File: config.mk
export PLATFORM = sky130hd
export DESIGN_NAME = prog_mem_loader
export DESIGN_NICKNAME = d
export VERILOG_FILES = /design/src/rtl/prog_mem_loader.sv
export SDC_FILE = /design/constraint.sdc
export NUM_CORES = 2
export LEC_CHECK = 0
export CAP_MARGIN = 15
export CORE_UTILIZATION = 25
export CTS_CLUSTER_SIZE = 25
export DETAILED_ROUTE_END_ITERATION = 12
export PLACE_DENSITY_LB_ADDON = 0.15
export SLEW_MARGIN = 30
export SYNTH_ARGS = -nofsm -noshare
export SYNTH_HDL_FRONTEND = slang
export SYNTH_SLANG_ARGS = --single-unit
File: constraint.sdc
create_clock -name i_Clk -period 7.1 [get_ports i_Clk]
set_clock_uncertainty 0.05 [all_clocks]
set_input_delay 1.42 -clock i_Clk [delete_from_list [all_inputs] [get_ports i_Clk]]
set_output_delay 1.42 -clock i_Clk [all_outputs]
set_load 0.05 [all_outputs]
File: src/rtl/prog_mem_loader.sv
// Writable instruction memory: clears to NOP, accepts a program over a
// valid/ready stream from address 0, then serves registered fetches.
module prog_mem_loader #(
    parameter int                DATA_W   = 9,
    parameter int                ADDR_W   = 8,
    parameter logic [DATA_W-1:0] NOP_WORD = {DATA_W{1'b1}}
) (
    input  logic              i_Clk,
    input  logic              i_Rst_n,
    input  logic              i_Load_Valid,
    input  logic [DATA_W-1:0] i_Load_Data,
    input  logic              i_Load_Last,
    output logic              o_Load_Ready,
    input  logic              i_Reload,
    input  logic [ADDR_W-1:0] i_Address,
    input  logic              i_Fetch_En,
    output logic [DATA_W-1:0] o_Instruction,
    output logic              o_Instr_Valid,
    output logic              o_Run,
    output logic [ADDR_W:0]   o_Prog_Len,
    output logic              o_Error
);
    localparam int                DEPTH     = 2**ADDR_W;
    localparam logic [ADDR_W-1:0] LAST_ADDR = {ADDR_W{1'b1}};

    typedef enum logic [1:0] {S_CLEAR, S_LOAD, S_RUN, S_ERROR} state_t;

    state_t              state, state_nxt;
    logic [ADDR_W-1:0]   clr_ptr, wr_ptr;
    logic [ADDR_W:0]     prog_len;
    logic [DATA_W-1:0]   mem [DEPTH];
    logic                mem_we, xfer, load_ready, do_reload;
    logic [ADDR_W-1:0]   mem_waddr;
    logic [DATA_W-1:0]   mem_wdata;
    logic [DATA_W-1:0]   instr;
    logic                instr_valid;

    // Reload is deliberately ignored while the clear sweep is running.
    assign do_reload = i_Reload && (state != S_CLEAR);

    always_ff @(posedge i_Clk) begin
        if (!i_Rst_n) state <= S_CLEAR;
        else          state <= state_nxt;
    end

    // One shared write port: the clear sweep and the load stream never overlap.
    always_comb begin
        state_nxt  = state;
        load_ready = 1'b0;
        xfer       = 1'b0;
        mem_we     = 1'b0;
        mem_waddr  = clr_ptr;
        mem_wdata  = NOP_WORD;
        case (state)
            S_CLEAR: begin
                mem_we = 1'b1;
                if (clr_ptr == LAST_ADDR) state_nxt = S_LOAD;
            end
            S_LOAD: begin
                if (i_Reload) begin
                    state_nxt = S_CLEAR;
                end else begin
                    load_ready = 1'b1;
                    if (i_Load_Valid) begin
                        xfer      = 1'b1;
                        mem_we    = 1'b1;
                        mem_waddr = wr_ptr;
                        mem_wdata = i_Load_Data;
                        if (i_Load_Last)             state_nxt = S_RUN;
                        else if (wr_ptr == LAST_ADDR) state_nxt = S_ERROR;
                    end
                end
            end
            S_RUN, S_ERROR: begin
                if (i_Reload) state_nxt = S_CLEAR;
            end
            default: state_nxt = S_CLEAR;
        endcase
    end

    always_ff @(posedge i_Clk) begin
        if (!i_Rst_n || do_reload) begin
            clr_ptr  <= '0;
            wr_ptr   <= '0;
            prog_len <= '0;
        end else begin
            if (state == S_CLEAR) clr_ptr <= clr_ptr + ADDR_W'(1);
            if (xfer) begin
                wr_ptr   <= wr_ptr + ADDR_W'(1);
                prog_len <= prog_len + (ADDR_W+1)'(1);
            end
        end
    end

    always_ff @(posedge i_Clk) begin
        if (mem_we) mem[mem_waddr] <= mem_wdata;
    end

    // Fetch register holds NOP outside run mode so the core never sees stale code.
    always_ff @(posedge i_Clk) begin
        if (!i_Rst_n) begin
            instr       <= NOP_WORD;
            instr_valid <= 1'b0;
        end else if (state == S_RUN && !i_Reload) begin
            if (i_Fetch_En) begin
                instr       <= mem[i_Address];
                instr_valid <= 1'b1;
            end else begin
                instr_valid <= 1'b0;
            end
        end else begin
            instr       <= NOP_WORD;
            instr_valid <= 1'b0;
        end
    end

    assign o_Load_Ready  = load_ready;
    assign o_Instruction = instr;
    assign o_Instr_Valid = instr_valid;
    assign o_Run         = (state == S_RUN);
    assign o_Error       = (state == S_ERROR);
    assign o_Prog_Len    = prog_len;
endmodule

==> results.ini <==
[logic_synthesis]
synth_common_cells=edfxtp_1, mux4_2, nor2_1
post-synth-top-count-cell=edfxtp_1
yosys-top-cells-area=edfxtp_1, mux4_2, mux2i_1, nor2_1, dfxtp_1
synth_top_area_share_pct=75.6
yosysWarningCount=0
synthDistinctLibCells=76
synth_edf_count=2304
avgSynthCellArea_um2=20.2
synth_fp_nets=4559
synth.cell_area_um2=91500
synth_area_leader_cell=edfxtp_1
synth_seq_cells=2341
seq_area_frac_synth_pct=76.4
ys_async_sr_fraction_pct=0
synthCells=4533
dominantRegCellSynth=edfxtp_1

[routing]
drc=0
drt-pass1-iter-count=6
vias_per_cell=4.74
drt_iter0_markers=4642
ant_nets=0
post_drt_wl_per_cell_um=30.5
drt_wl_total_um=301000
vias=46813

[timing]
report.final.slew_viol_count=0
slew_headroom_pct=31.0
rsz0062_at_grt=false
fin_crit_sh_pct=71.4
max_slew.worst_pin.slew_ns=1.03
period_minus_slack_ns=5.07
final-setup-viol-count=0
max_freq_mhz=197
hold_viol=0

[placed_design]
postPlaceCellArea_um2=99200
post-place-cells=9416
portBuffers=44
post-dp-hpwl_um=193000
gp_congestion=0.791

[grt]
grt_antenna_before_repair=20
grt_max_degree=157
grt_pass1_wl_um=415000
grt_use_total_pct=16.2
overflow=0
grt_pass1_vias=48190

[clocking]
clk_path_buf_depth=4
cts.repair.resized=0
cts_tree=done
cts_max_level=5
post_cts_buffers=0
cts_hold_buf=0
clk_pin_slew_ns=0.06
numCtsBuffers=271
clock_sinks=2341
insertion_delay_ns=0.85
cts-root-buf=clkbuf_16

[hold_path]
min-delay-start=o_Prog_Len[7]$_SDFFE_PP0P_
min_path_cells=2
min_path_type=flop to flop
hold_end=o_Prog_Len[7]$_SDFFE_PP0P_

[final_layout]
final_area_um2=108000
area_delta_synth_final_pct=17.7
drive_above_1_share_pct=24.6
final_nets=4924
stdcell_count=9885

[floorplanning]
initial_core_util_pct=25.2
core_area_um2=363000
ios=45
dieArea_um2=369000
die_w_um=607
num_rows=221
die_y_um=607

[setup_path]
reg2reg_depth=6
cp_max_fo=20
arrival_ns=5.49
end_kind=flop
r2r_end=mem[228][0]$_DFFE_PP_
r2r_setup_slack_ns=2.67
critical_path_required_ns=7.53
path_class=input pin to flop
r2r_start=state[0]$_SDFFE_PN0P_
crit_path_start_kind=input pin

[job]
drv_cap=0

[power_and_ir_drop]
p_total_mw=30.9
p_leak_nw=35.3
powerDensity_nw_per_um2=287
vdd_drop_max_uv=210

[status]
outcome=complete, no violations

cell families (layout without fill, tap and decap cells):
| kind of cell | after synthesis | count (layout) | synth area share, % |
|---|---|---|---|
| buffers and inverters | 270 | 824 | 1.81 |
| adder cells (fa/ha/maj) | 3 | 3 | 0.0410 |
| AO/OA/AOI/OAI | 448 | 448 | 3.36 |
| AND/OR/NAND/NOR | 717 | 717 | 3.49 |
| multiplexers | 734 | 734 | 14.7 |
| XOR/XNOR | 20 | 20 | 0.191 |
| other | 0 | 4 | 0 |
| flip-flops | 2341 | 2341 | 76.4 |
routing by layer:
layer	track usage (%)	vias to the layer above	routed length, um
met5	0	-	13
met4	3.81	2	7040
met2	26.3	1258	143000
li1	-	19535	-
met1	22.9	25673	138000
met3	2.19	345	13300
critical path: stages:
cell and delay, ns:
clkdlybuf4s50_1 0.52, nor3b_1 0.40, nand2_1 0.49, nand2_1 0.77
nand3_2 0.72, buf_4 0.46, nor2_1 0.67
worst max path at each step:
stage	start	end	slack (ns)
3_3_place_gp	i_Address[0]	o_Instruction[4]$_SDFFE_PN1P_	0.04
2_1_floorplan	i_Reload	mem[0][2]$_DFFE_PP_	-0.24
4_1_cts	i_Reload	mem[180][8]$_DFFE_PP_	2.09
6_report	i_Reload	mem[228][0]$_DFFE_PP_	2.03
3_5_place_dp	i_Reload	mem[244][3]$_DFFE_PP_	1.20
5_1_grt	i_Reload	mem[60][2]$_DFFE_PP_	1.81
flip-flops by register name, indices dropped and copies added, names as in the netlist:
signal,count
mem,2304
o_Instruction,9
o_Prog_Len,9
clr_ptr,8
wr_ptr,8
state,2
o_Instr_Valid,1
power breakdown:
group,total (mW),switching (mW),leakage [nW],internal (mW)
Combinational,2.07,1.53,8.23,0.542
Clock,13.5,5.67,4.08,7.82
Sequential,15.3,0.0360,23.0,15.3
stage by stage:
step | utilization, % | hold WS (ns) | setup slack (ns) | TNS (ns)
after floorplan | - | 0.444 | -0.243 | -373.85
after global placement | 27.3 | 0.436 | 0.0364 | 0
after detailed placement | 27.3 | 0.448 | 1.20 | 0
after CTS | 29.6 | 0.457 | 2.09 | 0
after global routing | 29.6 | 0.479 | 1.81 | 0
final | 29.7 | 0.456 | 2.03 | 0
area by class of cell:
type,count,area (um2)
inverters,8,33.8
clock buffers,337,7210
well taps,4794,6000
clock inverters,125,1140
fillers,35558,256000
diodes,4,10.0
multi-input cells,1922,20300
flip-flops and latches,2341,69900
repair buffers,354,3140
cells in the final DEF (no fill, tap or decap), drive strengths merged, types with 12 or more instances in the layout:
cell	synthesis	routed
dfxtp	37	37
nor2b	13	13
and2	13	13
a22oi	46	46
a211oi	27	27
mux2i	241	241
or3	12	12
clkinv	0	88
a21oi	78	78
o22ai	100	100
clkdlybuf4s50	0	38
buf	158	316
bufinv	0	17
o221ai	53	53
nand3	55	55
xor2	14	14
nand2	143	143
o21ai	47	47
nor2	342	342
nand4	17	17
nor3	44	44
clkbuf	104	337
mux4	488	488
edfxtp	2304	2304
o31ai	13	13
nand3b	17	17
inv	8	22
nor4	16	16
nand2b	16	16
No activity file was read; power rests on OpenSTA's default activity.
